$ cat src/rtl/washer_pkg.sv
// Shared washer definitions: run-state encoding
// and counter widths used by run_ctrl and the timer block.
package washer_pkg;

  typedef enum logic [1:0] {
    RS_IDLE  = 2'b00,
    RS_RUN   = 2'b01,
    RS_PAUSE = 2'b10,
    RS_DONE  = 2'b11
  } run_state_e;

  localparam int SEC_W  = 27;
  localparam int BEEP_W = 4;

endpackage

$ cat src/rtl/sec_tick.sv
// Enabled divider: one-cycle tick every N enabled
// cycles; the count restarts whenever en drops.
module sec_tick
  import washer_pkg::*;
#(
  parameter int N = 100_000_000
) (
  input  logic clk,
  input  logic rst_n,
  input  logic en,
  output logic tick
);

  logic [SEC_W-1:0] r_cnt;
  logic             w_last;

  assign w_last = (r_cnt == SEC_W'(N - 1));
  assign tick   = en & w_last;

  // count while enabled, wrap at N-1, clear when idle
  always_ff @(posedge clk or negedge rst_n) begin
    if (!rst_n) begin
      r_cnt <= '0;
    end else if (!en) begin
      r_cnt <= '0;
    end else if (w_last) begin
      r_cnt <= '0;
    end else begin
      r_cnt <= r_cnt + 1'b1;
    end
  end

endmodule

$ cat src/rtl/run_ctrl.sv
// Washer run-state controller: start/pause key,
// run LED with pause blink, timed end-of-cycle beep.
module run_ctrl
  import washer_pkg::*;
#(
  parameter int N      = 100_000_000,
  parameter int BEEP_S = 5
) (
  input  logic       clk,
  input  logic       rst_n,
  input  logic       power_light,
  input  logic       start_pause,
  input  logic [6:0] rest_time,
  output logic [1:0] run_state,
  output logic       run_led,
  output logic       done_beep
);

  localparam logic [SEC_W-1:0] BLINK_LAST =
    SEC_W'(N / 2 - 1);
  localparam logic [BEEP_W-1:0] BEEP_LAST =
    BEEP_W'(BEEP_S - 1);

  run_state_e        r_state;
  logic              r_hist;
  logic              r_led;
  logic              r_beep;
  logic [BEEP_W-1:0] r_beep_sec;
  logic [SEC_W-1:0]  r_blink;
  logic              w_press;
  logic              w_zero;
  logic              w_sec_en;
  logic              w_sec_tick;

  assign w_press  = start_pause & ~r_hist;
  assign w_zero   = (rest_time == 7'd0);
  assign w_sec_en = power_light & (r_state == RS_DONE);

  sec_tick #(
    .N (N)
  ) u_sec_tick (
    .clk   (clk),
    .rst_n (rst_n),
    .en    (w_sec_en),
    .tick  (w_sec_tick)
  );

  assign run_state = r_state;
  assign run_led   = r_led;
  assign done_beep = r_beep;

  // run-state FSM with registered LED/beep outputs
  always_ff @(posedge clk or negedge rst_n) begin
    if (!rst_n) begin
      r_state    <= RS_IDLE;
      r_hist     <= 1'b1;
      r_led      <= 1'b0;
      r_beep     <= 1'b0;
      r_beep_sec <= '0;
      r_blink    <= '0;
    end else begin
      r_hist <= start_pause;
      if (!power_light) begin
        r_state    <= RS_IDLE;
        r_led      <= 1'b0;
        r_beep     <= 1'b0;
        r_beep_sec <= '0;
        r_blink    <= '0;
      end else begin
        unique case (r_state)
          RS_IDLE: begin
            if (w_press && !w_zero) begin
              r_state <= RS_RUN;
              r_led   <= 1'b1;
            end
          end
          RS_RUN: begin
            if (w_zero) begin
              r_state    <= RS_DONE;
              r_led      <= 1'b1;
              r_beep     <= 1'b1;
              r_beep_sec <= '0;
            end else if (w_press) begin
              r_state <= RS_PAUSE;
              r_led   <= 1'b1;
              r_blink <= '0;
            end
          end
          RS_PAUSE: begin
            if (w_press) begin
              r_blink <= '0;
              r_led   <= 1'b1;
              if (w_zero) begin
                r_state    <= RS_DONE;
                r_beep     <= 1'b1;
                r_beep_sec <= '0;
              end else begin
                r_state <= RS_RUN;
              end
            end else if (r_blink == BLINK_LAST) begin
              r_blink <= '0;
              r_led   <= ~r_led;
            end else begin
              r_blink <= r_blink + 1'b1;
            end
          end
          RS_DONE: begin
            if (w_press ||
                (w_sec_tick &&
                 r_beep_sec == BEEP_LAST)) begin
              r_state    <= RS_IDLE;
              r_led      <= 1'b0;
              r_beep     <= 1'b0;
              r_beep_sec <= '0;
            end else if (w_sec_tick) begin
              r_beep_sec <= r_beep_sec + 1'b1;
            end
          end
        endcase
      end
    end
  end

endmodule

$ cat config.mk
export PLATFORM = sky130hd
export DESIGN_NAME = run_ctrl
export DESIGN_NICKNAME = d
export VERILOG_FILES = /design/src/rtl/washer_pkg.sv /design/src/rtl/sec_tick.sv /design/src/rtl/run_ctrl.sv
export SDC_FILE = /design/constraint.sdc
export NUM_CORES = 1
export LEC_CHECK = 0
export CAP_MARGIN = 20
export CORE_ASPECT_RATIO = 0.75
export CORE_MARGIN = 3
export CORE_UTILIZATION = 40
export CTS_BUF_LIST = sky130_fd_sc_hd__clkbuf_8 sky130_fd_sc_hd__clkbuf_16
export CTS_CLUSTER_DIAMETER = 200
export DETAILED_ROUTE_END_ITERATION = 10
export PLACE_DENSITY = 0.62
export REMOVE_ABC_BUFFERS = 1
export SYNTH_ARGS = -nofsm -noshare
export SYNTH_HDL_FRONTEND = slang
export SYNTH_SLANG_ARGS = --single-unit
$ cat constraint.sdc
create_clock -name clk -period 3.16 [get_ports clk]
set_clock_uncertainty 0.1 [all_clocks]
set_input_delay 0.632 -clock clk [delete_from_list [all_inputs] [get_ports clk]]
set_output_delay 0.632 -clock clk [all_outputs]
set_load 0.03 [all_outputs]
---- Yosys cells after proc, flatten, opt, wreduce, memory -nomap -nowiden ----
Cells that the tools add are included.
storage, ports and cells
  register bits ........................... 63
  bits in latches ......................... 0
  bits in writable memories ............... 0
  memory bits (read-only) ................. 0
  bits of input ports ..................... 11
  output and inout bits ................... 4
  logic and storage cells ................. 76
  memories ................................ 0
cells by class
  $add $sub $neg .......................... 3
  multipliers ............................. 0
  divide/modulo/power cells ............... 0
  magnitude comparators ................... 0
  equal/unequal tests ..................... 16
  shift-type cells ........................ 0
  multiplexer cells ....................... 34
  bitwise logic cells ..................... 5
  reduce and logical (&&, ||, !) cells .... 11
operators with widths
  operator                                                                  count
  27-bit two-way mux                                                        7
  27-bit by 1-bit adder with 27-bit output (second input constant)          2
  27-bit one-hot mux with 2 select lines                                    1
  27-bit by 26-bit equality test with 1-bit output (second input constant)  1
  27-bit equality test (second input constant)                              1
  4-bit two-way mux                                                         5
  2-bit two-way mux                                                         7
  3-bit != test (second input constant)                                     4
  4-bit one-hot mux with 3 select lines                                     1
  1-bit two-way mux                                                         10
  3-bit AND reduction                                                       3
  4-bit != test (second input constant)                                     2
  2-bit one-hot mux with 4 select lines                                     1
  4-bit AND reduction                                                       2
  7-bit logical NOT                                                         1
  4-bit by 1-bit adder with 4-bit output (second input constant)            1
  2-bit equality test (second input constant)                               2
  4-bit by 3-bit equality test with 1-bit output (second input constant)    1
  4-bit by 1-bit != test with 1-bit output (second input constant)          1
  4-bit by 3-bit != test with 1-bit output (second input constant)          1
  1-bit one-hot mux with 4 select lines                                     1
  1-bit bitwise AND                                                         3
  3-bit by 1-bit != test with 1-bit output (second input constant)          1
  3-bit by 2-bit != test with 1-bit output (second input constant)          1
  7 further kinds                                                           9

---- Longest topological paths before layout ----
Gate-level depths: netlist of the first run.
  depth in word-level cells ............... 8
  depth in mapped cells ................... 10
  depth with buffers taken out ............ 7

---- Cells and area by module ----
A second synthesis of the first run with hierarchy kept.
second synthesis, totals
  cell total of the unflattened synthesis .. 396
  area, all modules ....................... 3686.0 µm²
modules (own cells, without submodules)
  module    instances  cells each  area each (µm²)
  run_ctrl  1          242         2229.6
  sec_tick  1          154         1456.4

---- Worst setup path after synthesis of the first run ----
OpenSTA, ideal clock, no wires.
  kind .................................... register to register
  from .................................... register r_state[0] (netlist: run_state[0])
  to ...................................... register r_state[0] (netlist: run_state[0])
  library setup time ...................... 0.094 ns
  arrival time ............................ 2.344 ns
  data required time ...................... 2.966 ns
  path slack .............................. 0.622 ns
  stages on the path, launching flop included .. 9
  path buffers ............................ 1
  clock period less this slack ............ 2.538 ns
  path through ............................ dfrtp_1 > inv_1 > ha_1 > clkbuf_1 > or4_1 > o2111ai_1 > o211ai_1 > or2_1 > a211oi_1
between the ends
  cells in the longest elaborated chain, start to end .. 7
  elaborated cells on any way between the ends .. 15
  those cells by class .................... eq/ne: 7; mux: 2; bitwise: 2; reduce/logical: 4
ends and longest elaborated chain
  item                                                RTL line                        source
  start, declared                                     run_ctrl.sv:24                  run_state_e r_state;
  start signal, assigned                              run_ctrl.sv:55                  r_state <= RS_IDLE;
  start signal, assigned                              run_ctrl.sv:64                  r_state <= RS_IDLE;
  start signal, assigned                              run_ctrl.sv:73                  r_state <= RS_RUN;
  2-bit equality test                                 run_ctrl.sv:37, run_ctrl.sv:70
  1-bit bitwise AND                                   run_ctrl.sv:37                  assign w_sec_en = power_light & (r_state == RS_DONE);
  1-bit bitwise AND                                   sec_tick.sv:18                  assign tick = en & w_last;
  1-bit logical AND                                   run_ctrl.sv:109                 (w_sec_tick &&
  1-bit logical OR                                    run_ctrl.sv:108                 if (w_press ||
  3-bit by 2-bit != test with 1-bit output (no line)  --
  4-bit AND reduction (no line)                       --
Several ways; a longest one is shown, not always the timed one.
A chain may end at the register's enable or synchronous reset.

---- Worst setup path in the final report of the first run ----
  from .................................... register r_state[0] (netlist: run_state[0])
  to ...................................... register r_blink[15]
between the ends
  cells in the longest elaborated chain, start to end .. 3
  elaborated cells on any way between the ends .. 8
  those cells by class .................... eq/ne: 5; mux: 2; reduce/logical: 1
ends and longest elaborated chain
  item                                                                                   RTL line         source
  2-bit equality test or 2-bit by 1-bit equality test with 1-bit output (tied branches)  run_ctrl.sv:70   unique case (r_state)
  3-bit by 1-bit != test with 1-bit output (no line) (tied with other cells)             --
  3-bit AND reduction (no line) or 27-bit two-way mux (tied branches)                    --
  end signal, assigned                                                                   run_ctrl.sv:104  r_blink <= r_blink + 1'b1;
  end, declared                                                                          run_ctrl.sv:29   logic [SEC_W-1:0] r_blink;
Several ways; a longest one is shown, not always the timed one.

==> impl_results.md, run 1 <==
* Leakage at between 1.5 and 2 nW
* Maximum vdd drop at about 0.00026 V
* Total Wirelength at roughly 7700 um
* Number of iterations in the first detailed-routing pass at 4
* Number of flip-flops and latches in the synthesized netlist at between 60 and 70
* Number of nets in the layout at about 430
* Number of synthesis warnings at 0
* Areal power density over the cells at around 540 nW/um2
* Final hold violations at 0
* Width of the chip at ~120 um
* Kind of launch point of the worst setup path: register
* Critical path required time at 3.24 ns
* Top flip-flop cell by instance count after synthesis: sky130_fd_sc_hd__dfrtp_1
* Fraction of post-synthesis cell area in the top cell type by area at between 40% and 50%
* Remaining Overflow, GRT at 0
* Root buffer selected by CTS: sky130_fd_sc_hd__clkbuf_16
* Drt via density at approximately 5.5
* Fraction of the yosys area taken by sequential cells at 43.7%
* Die footprint at ~10000 um2
* Count of maximum capacitance violations at 0
* Clock tree from TritonCTS: yes
* GRT Util Overall at between 10% and 20%
* Post-synthesis cell count at approximately 390
* Starting DRC count in detailed routing at roughly 240
* Maximum fanout encountered on the critical timing path at 18
* Ports at 15
* Antenna cell count at 0
* Average wire per cell in the routed design at ~15 um
* Total of endpoints with negative setup slack in the final report at 0
* Number of antenna violations at the first check in global routing at 0
* Via count of the first global-routing pass at 2794
* Netlist area before placement at roughly 3600 um2
* Resized Gates After CTS at 0
* Pin count of the biggest net entering global routing at 32
* Run status: completed
* First-pass GRT wire length at ~13000 um
* Mean post-synth cell area at ~9.4 um2
* Library cell occupying the most area in the post-synthesis netlist: sky130_fd_sc_hd__dfrtp_1
* Effective utilization at floorplan at a little over two fifths
* Worst hold-check slack at around 0.13 ns
* Area of the core at approximately 8600 um2
* Number of placement rows at 29
* Crit path top cell by count: sky130_fd_sc_hd__nor2_1
* # fillers at roughly 800
* Hold-fix buffer count after cts at 0
* Share of cells above drive strength 1 at a little under an eighth
* Slew Limit Fails at 0
* H-tree depth reported by CTS at 3
* TritonCTS Buffers at 9
* Clock latency on the worst-skew pair at between 0.3 and 0.4 ns
* Count of input and output buffers at 14
* Post CTS Setup Buffer Count at 0
* Area of combinational cells with multiple inputs at 1900 um2
* Post-DRT Antenna Nets at 0
* Area contributors post-synth: sky130_fd_sc_hd__dfrtp_1 43%, sky130_fd_sc_hd__xor2_1 4.6%, sky130_fd_sc_hd__nor2_1 4.5%, sky130_fd_sc_hd__xnor2_1 3.2%, sky130_fd_sc_hd__ha_1 2.8%
* Total negative slack for setup checks at 0 ns
* Clock sink total at 63
* Longest Clk Path Bufs at 2
* Fmax at around 380 MHz
* Register-to-register setup slack at ~0.52 ns
* Remaining design rule violation count at 0
* Endpoint arrival time on the critical path at about 2.7 ns
* Relative max-transition margin at between 50 and 60%
* Layout Area Growth over Synthesis at 17.9%
* Time the worst path needs with I/O delays and setup at 2.64 ns
* Top cells by instance count after synthesis: 62 x sky130_fd_sc_hd__dfrtp_1, 43 x sky130_fd_sc_hd__nor2_1, 24 x sky130_fd_sc_hd__nand2_1
* Tcrit/Tclk final at 83.7%
* Transition time of the tightest slew-check pin at 0.728 ns
* Count of vias placed by the detailed router at between 2000 and 3000
* FFs w/ async S/R, synth at between 90% and 100%
* Register cell area after layout at around 1600 um2
* Critical path cell sequence: inv_1, ha_1, inv_2, o21ai_1, buf_4, nor2_1, nor2_2, nor2_1
* Max stage delay cell, worst path: sky130_fd_sc_hd__nor2_2
* Clock-pin slew on the worst setup and hold paths at ~0.06 ns
* WS Path Type: reg -> reg
* Detailed Place HPWL at 5550 um
* Most frequently used cell type in the post-synthesis netlist: sky130_fd_sc_hd__dfrtp_1
* Die height at a little under 90 um
* Post-synth EDFFs at 0
* Max incr delay on CP at 0.59 ns
* Worst hold-check path type: in -> async
* RSZ-0062 raised after global routing: no
* Post-synth cell types at between 60 and 70
* Critical Path End Type: register
* Global placement routability congestion at between 0.8 and 0.9
sequential cells by signal, summed over array words and instances, names as in the netlist:
register,flops
run_state,2
r_beep_sec,4
r_hist,1
r_blink,27
u_sec_tick.r_cnt,27
run_led,1
done_beep,1
kinds of logic after synthesis:
kind of cell	synth area share, %
DFF	43.7
xor gates and xnor gates	7.76
muxes	0.589
buffers and inverters	3.57
and+or+nand+nor	27.8
adders and majority gates	2.77
AOI/OAI and AO/OA	13.8
metrics by stage:
stage	std cells	worst slack (ns)	cell area [um2]	util (%)	power, mW
final	525	0.516	4260	49.5	2.31
after global routing	525	0.301	4260	49.5	2.42
after CTS	525	0.504	4260	49.5	2.34
after detailed placement	509	0.251	3930	45.6	1.25
after global placement	509	0.336	3930	45.6	1.24
after floorplan	374	0.212	3540	-	1.09
power by group:
group	switching (mW)	internal, mW	total, mW
Combinational	0.241	0.137	0.378
Clock	0.363	0.715	1.08
Sequential	0.0267	0.829	0.855
final timing paths:
kind,cells past startpoint,endpoint,from
worst max-delay path,8,r_blink[15],run_state[0]
worst min-delay path,1,r_blink[25],rst_n
worst max register to register,8,r_blink[15],run_state[0]
worst min register to register,1,u_sec_tick.r_cnt[0],u_sec_tick.r_cnt[0]
max in group asynchronous,2,r_blink[3],rst_n
min in group clk,1,u_sec_tick.r_cnt[0],u_sec_tick.r_cnt[0]
critical path, delay by kind of cell (launching register included):
family          cells  cell delay [ns]
simple gates        3             0.80
flops               1             0.44
buf+inv             3             0.47
fa+ha+maj           1             0.38
compound gates      1             0.32
routing by layer:
| layer | track usage (%) | wire, um | vias up |
|---|---|---|---|
| met3 | 5.06 | 290 | 5 |
| li1 | - | - | 1465 |
| met4 | 4.00 | 59 | 0 |
| met5 | 0 | 0 | - |
| met1 | 26.1 | 4430 | 1385 |
| met2 | 22.5 | 2960 | 44 |
cells in the final DEF (no fill, tap or decap), types with 9 or more instances in the layout:
master                            instances
sky130_fd_sc_hd__o31ai_1                  9
sky130_fd_sc_hd__inv_1                   15
sky130_fd_sc_hd__nand4_1                 10
sky130_fd_sc_hd__a21oi_1                 16
sky130_fd_sc_hd__clkbuf_16                9
sky130_fd_sc_hd__buf_4                   12
sky130_fd_sc_hd__nand2_1                 24
sky130_fd_sc_hd__nor2_1                  43
sky130_fd_sc_hd__xor2_1                  19
sky130_fd_sc_hd__or4_1                    9
sky130_fd_sc_hd__clkdlybuf4s50_1         13
sky130_fd_sc_hd__dfrtp_1                 62
sky130_fd_sc_hd__nor3_1                  11
sky130_fd_sc_hd__and3_1                  11
sky130_fd_sc_hd__xnor2_1                 13
sky130_fd_sc_hd__nand3_1                 20
sky130_fd_sc_hd__o21ai_0                 16
layout make-up:
class                      instances  area share, %
clock buffer                      10           5.61
clock inverter                     6           2.18
inverter                          17           1.50
multi-input combinational        294           44.7
sequential                        63           37.1
tap                              108           3.17
timing repair buffer              27           5.76
Power figures use the tool's default switching activity.
==> inputs of run 2 (changes only) <==
Settings changed: PLACE_DENSITY 0.62 to 0.65.
Clock period 3.16 ns to 2.27 ns, I/O delays scaled along.
==> run 2 against run 1 <==
Against the previous run: the run now ends with hold timing left; sequential power increased by 38%; cell count rose by 6.5%; register-to-register slack worse by 0.45 ns; combinational power rose by 92%; first-iteration DRC count up 8.6%; highest routed layer unchanged.
==> impl_results.md, run 2 (synthesis gave the netlist of run 1 again) <==
* Run status: finished with violations
* Violated checks: hold timing
* Clock latency on the worst-skew pair at 0.33 ns (about the same)
* Die height at 88.3 um (unchanged)
* Area of the core at 8600 um2 (unchanged)
* Via count of the first global-routing pass at 3095 (+11%)
* Drt via density at 5.64 (+2.1%)
* Largest registers: r_blink x27, u_sec_tick.r_cnt x27, r_beep_sec x4
* Post-DRT Antenna Nets at 0 (unchanged)
* Pin count of the biggest net entering global routing at 45 (+41%)
* Kind of launch point of the worst setup path: input pin
* Width of the chip at 116 um (unchanged)
* Switching pwr at 0.970 mW (+54%)
* Number of iterations in the first detailed-routing pass at 4 (unchanged)
* Leakage at 1.88 nW (+12%)
* Hold-fix buffer count after cts at 0 (unchanged)
* Share of total power in combinational logic at 22.1% (+5.7 points)
* H-tree depth reported by CTS at 3 (unchanged)
* P_int at 2.31 mW (+37%)
* Remaining design rule violation count at 0 (unchanged)
* Areal power density over the cells at 718 nW/um2 (+32%)
* Worst hold-check slack at -0.0130 ns (-0.147 ns)
* Most common cell after layout, fill and taps aside: sky130_fd_sc_hd__dfrtp_1
* Count of placed standard cells in the final layout, fillers left out at 559 (+6.5%)
* Remaining Overflow, GRT at 0 (unchanged)
* Global placement routability congestion at 0.858 (-4.0%)
* Total negative slack for setup checks at 0 ns (unchanged)
* Total of endpoints with negative setup slack in the final report at 0 (unchanged)
* Effective utilization at floorplan at 42.0% (unchanged)
* Total instance count after detailed placement at 542 (+6.5%)
* Longest Clk Path Bufs at 2 (unchanged)
* Maximum fanout encountered on the critical timing path at 6 (-12)
* Maximum vdd drop at 0.000370 V (+44%)
* Clock tree from TritonCTS: yes
* Ports at 15 (unchanged)
* Starting DRC count in detailed routing at 264 (+8.6%)
* First-pass GRT wire length at 14700 um (+9.1%)
* Clock-pin slew on the worst setup and hold paths at 0.06 ns (about the same)
* Switching power share of the total at 29.6% (+2.3 points)
* Number of nets in the layout at 465 (+7.9%)
* Count of vias placed by the detailed router at 3151 (+8.7%)
* WS Path Type: in -> reg
* Relative max-transition margin at 66.3% (+15 points)
* Critical Path End Type: register
* TritonCTS Buffers at 9 (unchanged)
* GRT Util Overall at 18.1% (+1.4 points)
* Area of combinational cells with multiple inputs at 1970 um2 (+3.6%)
* Tcrit/Tclk final at 97.7%
* Portion of total power attributed to the clock network at 41.9% (-4.7 points)
* Root buffer selected by CTS: sky130_fd_sc_hd__clkbuf_16
* Final hold violations at 16 (+16)
* # fillers at 764 (-2.9%)
* Average wire per cell in the routed design at 15.4 um (+4.5%)
* Highest-count cells in the layout ignoring fill and taps: 62 x sky130_fd_sc_hd__dfrtp_1, 45 x sky130_fd_sc_hd__buf_4, 43 x sky130_fd_sc_hd__nor2_1
* Relative contribution of sequential cells to total power at 36.0% (-1.0 points)
* Number of placement rows at 29 (unchanged)
* Antenna cell count at 0 (unchanged)
* Total power after layout at 3.28 mW (+42%)
* Detailed Place HPWL at 6070 um (+9.5%)
* Final core utilization at 53.1% (+3.6 points)
* Register cell area after layout at 1580 um2 (unchanged)
* Die footprint at 10200 um2 (unchanged)
* Layout Area Growth over Synthesis at 26.5%
* Count of maximum capacitance violations at 0 (unchanged)
* Time the worst path needs with I/O delays and setup at ~2.2 ns
* Fmax at roughly 450 MHz
* Critical path required time at 2.43 ns (-0.81 ns)
* Share of cells above drive strength 1 at 21.7% (+9.7 points)
* Number of antenna violations at the first check in global routing at 0 (unchanged)
* Clock sink total at 63 (unchanged)
* Worst hold-check path type: in -> async
* Endpoint arrival time on the critical path at 2.38 ns (-0.34 ns)
* Count of input and output buffers at 14 (unchanged)
* Transition time of the tightest slew-check pin at 0.505 ns (-0.223 ns)
* Total Wirelength at 8610 um (+11%)
* Slew Limit Fails at 0 (unchanged)
-- run 2: cell count changes in the layout (fill, tap and decap cells not counted), sizes merged --
| cell | delta |
|---|---|
| buf | +34 |
| bufinv | -1 |
| clkbuf | -1 |
| clkdlybuf4s50 | -3 |
| clkinv | +2 |
| dlymetal6s2s | +3 |
-- run 2: final timing paths --
path                                         to                 from  cells past startpoint  slack (ns)
max                                 r_blink[19]         rest_time[4]                     10        0.05
min                        u_sec_tick.r_cnt[26]                rst_n                      1       -0.01
max reg2reg                        run_state[0]         run_state[1]                      6        0.07
min reg2reg                 u_sec_tick.r_cnt[0]  u_sec_tick.r_cnt[0]                      1        0.39
max in group asynchronous                r_hist                rst_n                      2        1.42
min in group clk            u_sec_tick.r_cnt[0]  u_sec_tick.r_cnt[0]                      1        0.39
-- run 2: critical path, stage by stage --
cell and delay (ns):
sky130_fd_sc_hd__clkdlybuf4s50_1 0.49, sky130_fd_sc_hd__nor4_2 0.05, sky130_fd_sc_hd__buf_4 0.15, sky130_fd_sc_hd__a211oi_2 0.18
sky130_fd_sc_hd__buf_4 0.16, sky130_fd_sc_hd__o21ai_1 0.07, sky130_fd_sc_hd__buf_4 0.17, sky130_fd_sc_hd__buf_4 0.15
sky130_fd_sc_hd__or3_1 0.36, sky130_fd_sc_hd__a21oi_2 0.14
-- run 2: power by group through the flow --
stage | Clock (mW) | Combinational [mW] | Sequential (mW)
after detailed placement | 0 | 0.657 | 1.20
after global placement | 0 | 0.651 | 1.19
final | 1.37 | 0.724 | 1.18
after floorplan | 0 | 0.271 | 1.25
after global routing | 1.45 | 0.787 | 1.18
after CTS | 1.40 | 0.674 | 1.18
-- run 2: layout make-up --
type,instances,area share [%]
Tap cell,108,2.96
Multi-Input combinational cell,294,43.2
Clock buffer,9,4.93
Timing Repair Buffer,61,11.4
Clock inverter,7,1.59
Sequential cell,63,34.5
Inverter,17,1.40
-- run 2: per-stage QoR --
stage                     worst slack [ns]  cell area (um2)
after floorplan                     -0.678             3540
after global placement              -0.306             4190
after detailed placement            -0.382             4190
after CTS                           0.0119             4500
after global routing               -0.0163             4570
final                               0.0516             4570
-- run 2: routing by layer --
metal,routed length (um),global-route usage [%],part of all wire [%],vias up
li1,-,-,-,1533
met1,4340,27.0,50,1528
met2,3710,25.6,43,78
met3,460,4.92,5.3,12
met4,106,5.90,1.2,0
met5,0,0,0,-
-- run 2: what timing repair did --
action,4_1_cts,5_1_grt
gates resized for setup,4,16
setup buffers,0,1
endpoints found under the setup margin,15,15
endpoints found under the hold margin,0,0
pin swaps,0,3
==> inputs of run 3 (changes only) <==
Settings changed: CAP_MARGIN 20 to 25, CORE_UTILIZATION 40 to 30, PLACE_DENSITY 0.65 to 0.53.
==> run 3 against run 2 <==
Against the previous run: the run now ends clean; combinational power up 6.1%; first-iteration DRC count down 8.3%; sequential power about the same; fmax up 0.98%; worst setup slack better by 0.021 ns; core utilization down 13 points; count of clock-buffer cells in the layout unchanged; wire length up 1.1%; total power down 1.1%; design area up 2.3%; critical path depth down 3; global-route usage down 4.6 points.
==> impl_results.md, run 3 (synthesis gave the netlist of run 1 again) <==
* Run status: completed
* Clock sink total at 63 (unchanged)
* Die footprint at 13400 um2 (+31%)
* Die height at 101 um (+14%)
* Transition time of the tightest slew-check pin at 0.467 ns (-0.0377 ns)
* Total instance count after detailed placement at 603 (+11%)
* Remaining Overflow, GRT at 0 (unchanged)
* Critical Path End Type: register
* Global placement routability congestion at 0.841 (-2.0%)
* Antenna cell count at 0 (unchanged)
* First-pass GRT wire length at 14900 um (+1.5%)
* Pin count of the biggest net entering global routing at 64 (+42%)
* Number of iterations in the first detailed-routing pass at 4 (unchanged)
* Starting DRC count in detailed routing at 242 (-8.3%)
* Width of the chip at 133 um (+15%)
* Tcrit/Tclk final at 96.8% (-0.95 points)
* Remaining design rule violation count at 0 (unchanged)
* H-tree depth reported by CTS at 3 (unchanged)
* Count of vias placed by the detailed router at 3111 (-1.3%)
* Time the worst path needs with I/O delays and setup at 2.20 ns (-0.0215 ns)
* Total of endpoints with negative setup slack in the final report at 0 (unchanged)
* Endpoint arrival time on the critical path at 2.33 ns (-0.05 ns)
* Share of cells above drive strength 1 at 23.0% (+1.2 points)
* RSZ-0062 raised after global routing: no
* Area of the core at 11700 um2 (+36%)
* Clock tree from TritonCTS: yes
* GRT Util Overall at 13.6% (-4.6 points)
* Layout Area Growth over Synthesis at 29.5%
* Leakage at 1.90 nW (+0.63%)
* Critical path required time at 2.40 ns (-0.03 ns)
* Final hold violations at 0 (-16)
* Maximum fanout encountered on the critical timing path at 4 (-2)
* Number of placement rows at 34 (+17%)
* Highest-count cells in the layout ignoring fill and taps: 62 x sky130_fd_sc_hd__dfrtp_1, 51 x sky130_fd_sc_hd__buf_4, 43 x sky130_fd_sc_hd__nor2_1
* Slew Limit Fails at 0 (unchanged)
* Longest Clk Path Bufs at 2 (unchanged)
* Drt via density at 5.03 (-11%)
* Clock-pin slew on the worst setup and hold paths at 0.06 ns (about the same)
* Count of placed standard cells in the final layout, fillers left out at 619 (+11%)
* Max incr delay on CP at 0.41 ns (-0.08 ns)
* Final core utilization at 40.1% (-13 points)
* Effective utilization at floorplan at 31.0% (-11 points)
* Fmax at 455 MHz (+0.98%)
* Kind of launch point of the worst setup path: register
* Hold-fix buffer count after cts at 0 (unchanged)
* Critical path cell sequence: ha_1, nand3_2, nor4_2, a21oi_2, buf_12, or2_1, o221ai_1
* Total Wirelength at 8710 um (+1.1%)
* Count of maximum capacitance violations at 0 (unchanged)
* Worst hold-check slack at 0.0223 ns (+0.0353 ns)
* Max stage delay cell, worst path: sky130_fd_sc_hd__nor4_2
* Clock latency on the worst-skew pair at 0.33 ns (about the same)
* Average wire per cell in the routed design at 14.1 um (-8.7%)
* Via count of the first global-routing pass at 3003 (-3.0%)
* Root buffer selected by CTS: sky130_fd_sc_hd__clkbuf_16
* Post-DRT Antenna Nets at 0 (unchanged)
* Areal power density over the cells at 694 nW/um2 (-3.3%)
* Number of antenna violations at the first check in global routing at 0 (unchanged)
* Maximum vdd drop at 0.000354 V (-4.4%)
* Relative max-transition margin at 68.8% (+2.4 points)
* WS Path Type: reg -> reg
* Ports at 15 (unchanged)
* Number of nets in the layout at 471 (+1.3%)
* Worst hold-check path type: in -> async
* Largest registers: r_blink x27, u_sec_tick.r_cnt x27, r_beep_sec x4
* TritonCTS Buffers at 9 (unchanged)
* Count of input and output buffers at 14 (unchanged)
* Detailed Place HPWL at 6220 um (+2.4%)
* Most common cell after layout, fill and taps aside: sky130_fd_sc_hd__dfrtp_1
## run 3: metrics by stage
stage | worst slack, ns | total power, mW | setup TNS, ns | cell area (um2)
floorplan | -0.678 | 1.52 | -13.28 | 3540
global placement | -0.392 | 1.90 | -9.42 | 4310
detailed placement | -0.345 | 1.91 | -8.73 | 4310
CTS | 0.0108 | 3.24 | 0 | 4600
global route | 0.00408 | 3.40 | 0 | 4670
finish | 0.0731 | 3.24 | 0 | 4670
## run 3: cell type report
| cell class | count | area (um2) |
|---|---|---|
| fillers | 1174 | 6980 |
| multi-input cells | 294 | 1990 |
| flip-flops and latches | 63 | 1580 |
| repair buffers | 67 | 563 |
| clock buffers | 9 | 225 |
| well taps | 162 | 203 |
| inverters | 17 | 63.8 |
| clock inverters | 7 | 55.1 |
## run 3: what timing repair did
action	4_1_cts	5_1_grt
endpoints found under the setup margin	12	14
gates resized for setup	4	17
pin swaps	0	3
buffers inserted	0	1
## run 3: per-layer routing
layer	track usage, %	part of all wire [%]
met5	0	0
met4	4.23	1.1
met3	2.59	3.8
met2	19.5	42
met1	20.5	53
## run 3: path summary, 6_finish.rpt
kind                                      from              endpoint  slack, ns  cells after the start
hold reg to reg            u_sec_tick.r_cnt[0]   u_sec_tick.r_cnt[0]       0.39                      1
max in group asynchronous                rst_n                r_hist       1.72                      2
setup reg to reg           u_sec_tick.r_cnt[0]          run_state[1]       0.07                      7
hold / removal                           rst_n  u_sec_tick.r_cnt[26]       0.02                      2
min in group clk           u_sec_tick.r_cnt[0]   u_sec_tick.r_cnt[0]       0.39                      1
setup / recovery           u_sec_tick.r_cnt[0]          run_state[1]       0.07                      7
## run 3: worst max-delay path: cells and delay by family, from the launching register on
kind / cells / cell delay [ns]
flops: 1 / 0.39
compound gates: 2 / 0.38
simple gates: 3 / 0.84
buf+inv: 1 / 0.15
fa+ha+maj: 1 / 0.24
## run 3: power breakdown
part,internal [mW],switching (mW)
Sequential,1.15,0.0263
Combinational,0.342,0.426
Clock,0.749,0.546
Total,2.24,0.998
